[src/rtl/pipe_adder.sv]
// pipe_adder: carry-chunked pipelined adder with valid/ready flow control.
//
// The WIDTH-bit addition is split into STAGES = WIDTH/CHUNK slices. Stage k
// adds operand bits [k*CHUNK +: CHUNK] using the carry registered by stage
// k-1, so the longest combinational carry chain is CHUNK bits. Each stage
// registers its valid bit, the completed low sum bits, its carry-out and the
// operand bits that later stages still have to add.
//
// The whole pipeline moves together on advance = !out_valid || out_ready.
// This means a stall at the output freezes every stage, and an idle input
// slot becomes a bubble.
//
// Optional feature: define PIPE_ADDER_OVF_EN to add output ovf. This is the
// signed two's-complement overflow of the result, registered alongside sum.
module pipe_adder #(
    parameter int WIDTH = 8,
    parameter int CHUNK = 2
) (
    input  logic             clk,
    input  logic             rst_n,
    input  logic             in_valid,
    output logic             in_ready,
    input  logic [WIDTH-1:0] a,
    input  logic [WIDTH-1:0] b,
    input  logic             cin,
    output logic             out_valid,
    input  logic             out_ready,
    output logic [WIDTH-1:0] sum,
    output logic             cout
`ifdef PIPE_ADDER_OVF_EN
    ,
    output logic             ovf
`endif
);

    localparam int STAGES = WIDTH / CHUNK;

    // Global pipeline enable: the output slot is empty or is being drained.
    logic advance_s;

    assign advance_s = !out_valid || out_ready;
    assign in_ready  = advance_s;

    genvar k;
    generate
        for (k = 0; k < STAGES; k++) begin : gen_stage
            // Operand bits still to be added when entering this stage.
            localparam int IW = WIDTH - k * CHUNK;
            // Sum bits that are complete once this stage has added its slice.
            localparam int OW = (k + 1) * CHUNK;

            logic           vld_in_s;
            logic           cry_in_s;
            logic [IW-1:0]  opa_in_s;
            logic [IW-1:0]  opb_in_s;
            logic [CHUNK:0] add_s;
            logic [OW-1:0]  sum_nxt_s;
            logic           vld_r;
            logic           cry_r;
            logic [OW-1:0]  sum_r;

            if (k == 0) begin : gen_head
                // The first stage takes the beat straight from the input port.
                assign vld_in_s  = in_valid;
                assign cry_in_s  = cin;
                assign opa_in_s  = a;
                assign opb_in_s  = b;
                assign sum_nxt_s = add_s[CHUNK-1:0];
            end else begin : gen_body
                // Later stages take the previous stage's registered state.
                assign vld_in_s  = gen_stage[k-1].vld_r;
                assign cry_in_s  = gen_stage[k-1].cry_r;
                assign opa_in_s  = gen_stage[k-1].gen_rem.opa_r;
                assign opb_in_s  = gen_stage[k-1].gen_rem.opb_r;
                assign sum_nxt_s = {add_s[CHUNK-1:0], gen_stage[k-1].sum_r};
            end

            // CHUNK-bit slice adder. This is the only carry chain in the stage.
            assign add_s = {1'b0, opa_in_s[CHUNK-1:0]}
                         + {1'b0, opb_in_s[CHUNK-1:0]}
                         + {{CHUNK{1'b0}}, cry_in_s};

            // Stage valid, carry and finished low sum bits. These are held
            // while the pipeline is stalled.
            always_ff @(posedge clk or negedge rst_n) begin
                if (!rst_n) begin
                    vld_r <= 1'b0;
                    cry_r <= 1'b0;
                    sum_r <= {OW{1'b0}};
                end else if (advance_s) begin
                    vld_r <= vld_in_s;
                    cry_r <= add_s[CHUNK];
                    sum_r <= sum_nxt_s;
                end
            end

            if (k < STAGES - 1) begin : gen_rem
                logic [IW-CHUNK-1:0] opa_r;
                logic [IW-CHUNK-1:0] opb_r;

                // Carry forward the operand bits that downstream stages still add.
                always_ff @(posedge clk or negedge rst_n) begin
                    if (!rst_n) begin
                        opa_r <= {(IW-CHUNK){1'b0}};
                        opb_r <= {(IW-CHUNK){1'b0}};
                    end else if (advance_s) begin
                        opa_r <= opa_in_s[IW-1:CHUNK];
                        opb_r <= opb_in_s[IW-1:CHUNK];
                    end
                end
            end
        end
    endgenerate

    // The outputs are driven directly by the registers of the last stage.
    assign out_valid = gen_stage[STAGES-1].vld_r;
    assign sum       = gen_stage[STAGES-1].sum_r;
    assign cout      = gen_stage[STAGES-1].cry_r;

`ifdef PIPE_ADDER_OVF_EN
    // Signed overflow: carry into the MSB xor carry out of the MSB. The carry
    // into the MSB is recovered as a_msb ^ b_msb ^ sum_msb.
    function automatic logic signed_ovf(
        input logic a_msb,
        input logic b_msb,
        input logic s_msb,
        input logic c_out
    );
        return a_msb ^ b_msb ^ s_msb ^ c_out;
    endfunction

    logic ovf_r;

    // Overflow flag, computed in the last stage and moved with sum/cout.
    always_ff @(posedge clk or negedge rst_n) begin
        if (!rst_n) begin
            ovf_r <= 1'b0;
        end else if (advance_s) begin
            ovf_r <= signed_ovf(gen_stage[STAGES-1].opa_in_s[CHUNK-1],
                                gen_stage[STAGES-1].opb_in_s[CHUNK-1],
                                gen_stage[STAGES-1].sum_nxt_s[WIDTH-1],
                                gen_stage[STAGES-1].add_s[CHUNK]);
        end
    end

    assign ovf = ovf_r;
`endif

endmodule

[config.mk]
export PLATFORM = sky130hd
export DESIGN_NAME = pipe_adder
export DESIGN_NICKNAME = d
export VERILOG_FILES = /design/src/rtl/pipe_adder.sv
export SDC_FILE = /design/constraint.sdc
export NUM_CORES = 1
export LEC_CHECK = 0
export CAP_MARGIN = 20
export CELL_PAD_IN_SITES_DETAIL_PLACEMENT = 1
export CELL_PAD_IN_SITES_GLOBAL_PLACEMENT = 1
export CORE_ASPECT_RATIO = 1.5
export CORE_MARGIN = 4
export CORE_UTILIZATION = 41
export DETAILED_ROUTE_END_ITERATION = 8
export PLACE_DENSITY_LB_ADDON = 0.1
export SLEW_MARGIN = 10
export SYNTH_ARGS = -nofsm -noshare
export SYNTH_HDL_FRONTEND = slang
export SYNTH_SLANG_ARGS = --single-unit
[constraint.sdc]
create_clock -name clk -period 1.4 [get_ports clk]
set_input_delay 0.28 -clock clk [delete_from_list [all_inputs] [get_ports clk]]
set_output_delay 0.28 -clock clk [all_outputs]
set_load 0.05 [all_outputs]
After elaboration in Yosys (flattened, before gate mapping)
Cells that the tools add are included.
Widths: inputs -> output; s select.
{"block": "totals", "inputBits": 21, "out_inout_bits": 11, "reg_bits": 52}
{"block": "op_classes", "addsub": 8, "reduce_logical": 2}
{"operator": "$add 2x2->3", "count": 4}
{"operator": "$add 3x1->3", "count": 4}
{"operator": "$logic_not 1->1", "count": 1}
{"operator": "$logic_or 1x1->1", "count": 1}

Depth between registers and ports, before layout
{"block": "depth", "word_depth": 2, "mapped_depth": 6}

Least setup slack after synthesis
No wires, ideal clock.
{"block": "synth_timing", "path_type": "register -> output", "start": "register gen_stage[3].vld_r (netlist: out_valid)", "end": "output port in_ready", "slack_ps": -144, "t_required_ps": 1120, "t_arrival_ps": 1264, "path_stages_with_launch": 5, "cell_sequence": "dfrtp_1 nand2b_4 buf_6 buf_12 buf_6"}
{"block": "synth_between", "elab_chain_len": 2}
{"item": "start, declared", "line_no": "58", "source": "logic vld_r;"}
{"item": "start signal, assigned", "line_no": "91", "source": "vld_r <= vld_in_s;"}
{"item": "$logic_not 1->1", "line_no": "41", "source": "assign advance_s = !out_valid || out_ready;"}
{"item": "$logic_or 1x1->1", "line_no": "41"}
{"item": "end, declared", "line_no": "22", "source": "output logic in_ready,"}
Every way passes these cells.

Final worst setup path
{"block": "layout_timing", "start": "register gen_stage[1].gen_rem.opa_r[0]", "end": "register gen_stage[2].sum_r[5]"}
{"block": "layout_between", "elab_chain_len": 2}
{"item": "start, declared", "line_no": "98", "source": "logic [IW-CHUNK-1:0] opa_r;"}
{"item": "start signal, assigned", "line_no": "104", "source": "opa_r <= {(IW-CHUNK){1'b0}};"}
{"item": "start signal, assigned", "line_no": "107", "source": "opa_r <= opa_in_s[IW-1:CHUNK];"}
{"item": "$add 2x2->3", "line_no": "80", "source": "+ {1'b0, opb_in_s[CHUNK-1:0]}"}
{"item": "$add 3x1->3", "line_no": "81", "source": "+ {{CHUNK{1'b0}}, cry_in_s};"}
{"item": "end signal, assigned", "line_no": "89", "source": "sum_r <= {OW{1'b0}};"}
{"item": "end signal, assigned", "line_no": "93", "source": "sum_r <= sum_nxt_s;"}
{"item": "end, declared", "line_no": "60", "source": "logic [OW-1:0] sum_r;"}
Every way passes these cells.
A chain may end at the register's enable or synchronous reset.

==> summary.txt <==
Floorplan
  • Die ar.: between 7000 and 8000 sq um
  • Die X: approximately 70 microns
  • Die height: about 100 microns
  • Num rows: 33
  • Starting Density: approximately 43%
  • Core ar.: 5570 sq um
  • IO Count: 32

Timing
  • Fin. Hold Viols: 0
  • Worst-margin pin slew: around 0.28 ns
  • Max-slew violation count: 0
  • Final Worst Setup Slack: -0.0675 ns
  • Fin crit period: 1.47 ns
  • Fmax: just under 0.7 GHz
  • RSZ-0062 raised after global routing: yes
  • Final Skew: between 0.007 and 0.008 ns
  • Final period utilization: 105%
  • Final Setup Violations: 3
  • Slew margin rel.: ~80%

Final layout
  • Layout area overhead: 29.7%
  • Commonest non-fill, non-tap cell in the layout: dfrtp_1
  • Layout cell share with drive strength beyond 1: 45.3%
  • Net count, final: ~230
  • Non-Filler Instances: between 200 and 300
  • Most frequent cells in the layout: dfrtp_1, mux2_4, buf_12, clkdlybuf4s50_1, buf_4
  • Final instance area: roughly 3100 sq um
  • Antenna Cells: 0

Placement
  • Post-detail-place hpwl: approximately 3.0 mm
  • Placed Cells: between 200 and 300
  • Placed cell areas: between 2000 and 3000 sq um
  • Port bufs: 31
  • Placer congestion estimate: roughly 0.74

Detailed routing
  • Via count: 1272
  • Detailed router's first-iteration violation count: slightly above 40
  • Wirelength per Cell: around 16 microns
  • Detailed-route DRC error count: 0
  • First drt pass iteration count: 2
  • Via density: 4.69
  • Routed WL: around 4.2 mm
  • DRT antenna net count: 0

Clock tree
  • CTS root buffer: clkbuf_8
  • CTS Sinks: between 50 and 60
  • Reg clk slew, reported paths: 0.09 ns
  • CTS tree: built
  • Worst-Skew Late Latency: approximately 0.30 ns
  • Total CTS buffers: 5
  • Max Root-Sink Buffers: 2
  • H-tree lvl count: 2

GRT
  • Tot GR Track Use: a little over an eighth
  • First-pass GRT wire length: about 7.3 mm
  • Antenna violations before repair: 0
  • Congestion Overflow GR: 0
  • Via count of the first global-routing pass: 1492
  • Largest net degree at the start of global routing: 53

Logic synthesis
  • Register area share after synthesis: 54.6%
  • Synthesis-stage register bit count: 52
  • Area contributors post-synth: dfrtp_1, mux2_4, fa_1, buf_12, inv_1
  • Syn nets: 178
  • Share of the synthesized area in the top cell type: between 50% and 60%
  • Yosys top cell by area: dfrtp_1
  • Post-synth cell types: 12
  • Mapped Cells: between 100 and 150
  • Mean area per synthesized cell: approximately 16 sq um
  • Mapped cell area: roughly 2400 sq um
  • Syn. warnings: 0

Pwr
  • LEAKAGE: ~1.5 nW
  • VDD IR-drop max: about 0.94 mV
  • PD cells: around 2200 nW/um^2

Hold path
  • HP Class: input pin to asynchronous set/reset pin

Worst setup path
  • CP Max Fanout: 2
  • RR Endpoint: gen_stage[2].sum_r[5]
  • Required time worst endpoint: roughly 1.6 ns
  • Reg2Reg Setup Slack: -0.07 ns
  • Setup Crit Path Kind: flop to flop
  • Worst setup SP type: flop
  • CP Capture Type: flop
  • Worst R2R Start: gen_stage[1].gen_rem.opa_r[0]
  • R2R cell count: 4
  • Critical path arrival: 1.65 ns

Status
  • Failing checks: negative setup slack
  • Status: finished with violations

Run
  • Max-cap violation count: 0
-- worst max-delay path: stages, from the launching register on --
cell and delay (ns):
dfrtp_1 0.37, inv_2 0.06, fa_2 0.36, fa_1 0.51, a21oi_2 0.05
-- worst max path at each step --
| stage | startpoint | endpoint | slack (ns) | cells past startpoint |
|---|---|---|---|---|
| global route | gen_stage[1].gen_rem.opa_r[0] | gen_stage[2].sum_r[5] | -0.12 | 4 |
| global placement | a[0] | gen_stage[0].sum_r[1] | -0.48 | 5 |
| floorplan | out_valid | in_ready | -0.004 | 4 |
| CTS | gen_stage[0].cry_r | gen_stage[1].sum_r[3] | -0.07 | 4 |
| detailed placement | a[0] | gen_stage[0].sum_r[1] | -0.53 | 5 |
| finish | gen_stage[1].gen_rem.opa_r[0] | gen_stage[2].sum_r[5] | -0.07 | 4 |
-- synth_stat cells (all sizes together) --
| cell | count |
|---|---|
| dfrtp | 52 |
| mux2 | 39 |
| inv | 20 |
| a21oi | 9 |
| nor3b | 9 |
| fa | 8 |
| buf | 7 |
| mux2i | 3 |
| nand2b | 2 |
-- per-layer routing --
layer  wire [microns]  GRT usage, %  part of all wire [%]
met2             2140          21.9                    51
met3              155          3.67                   3.7
met1             1860          16.1                    44
met5                0             0                     0
met4               71          5.01                   1.7
-- report_power, final --
group | leakage [nW] | internal, mW | switching, mW
clock | 0.0455 | 0.404 | 0.467
combinational | 0.842 | 2.00 | 1.46
sequential | 0.596 | 2.16 | 0.451
total | 1.48 | 4.56 | 2.38
-- logic make-up (layout without fill, tap and decap cells) --
family | Yosys count | after routing | synth area share [%]
compound gates | 9 | 9 | 1.89
mux | 42 | 42 | 25.2
flops | 52 | 52 | 54.6
buf+inv | 27 | 79 | 7.93
fa+ha+maj | 8 | 8 | 6.72
simple gates | 11 | 11 | 3.67
-- sequential cells by signal (all words and copies together), names as in the netlist --
signal,flops
cout,1
gen_stage.cry_r,3
gen_stage.gen_rem.opa_r,12
gen_stage.gen_rem.opb_r,12
gen_stage.sum_r,12
gen_stage.vld_r,3
out_valid,1
sum,8
-- what timing repair did --
action,CTS,global route
pin swaps,4,0
endpoints found under the hold margin,52,0
endpoints found under the setup margin,6,5
hold buffers,1,0
buffers inserted,4,1
gates resized for setup,12,2
-- area by class of cell --
class	count	area, sq um
Tap cell	70	87.6
Inverter	20	75.1
Sequential cell	52	1300
Timing Repair Buffer	51	626
Multi-Input combinational cell	70	911
Clock buffer	8	90.1
Fill cell	544	2480
-- per-stage QoR --
| stage | worst slack (ns) | util [%] | hold WS [ns] | TNS [ns] | power, mW |
|---|---|---|---|---|---|
| 4_1_cts | -0.0663 | 55.2 | 0.497 | -0.150 | 6.95 |
| 3_5_place_dp | -0.525 | 52.9 | 0.294 | -9.00 | 5.97 |
| 2_1_floorplan | -0.00386 | - | -0.0156 | -0.00386 | 4.66 |
| 6_report | -0.0675 | 55.5 | 0.491 | -0.162 | 6.94 |
| 3_3_place_gp | -0.478 | 52.9 | 0.289 | -9.01 | 5.84 |
| 5_1_grt | -0.125 | 55.5 | 0.508 | -0.379 | 7.39 |
No activity file was read; power rests on OpenSTA's default activity.
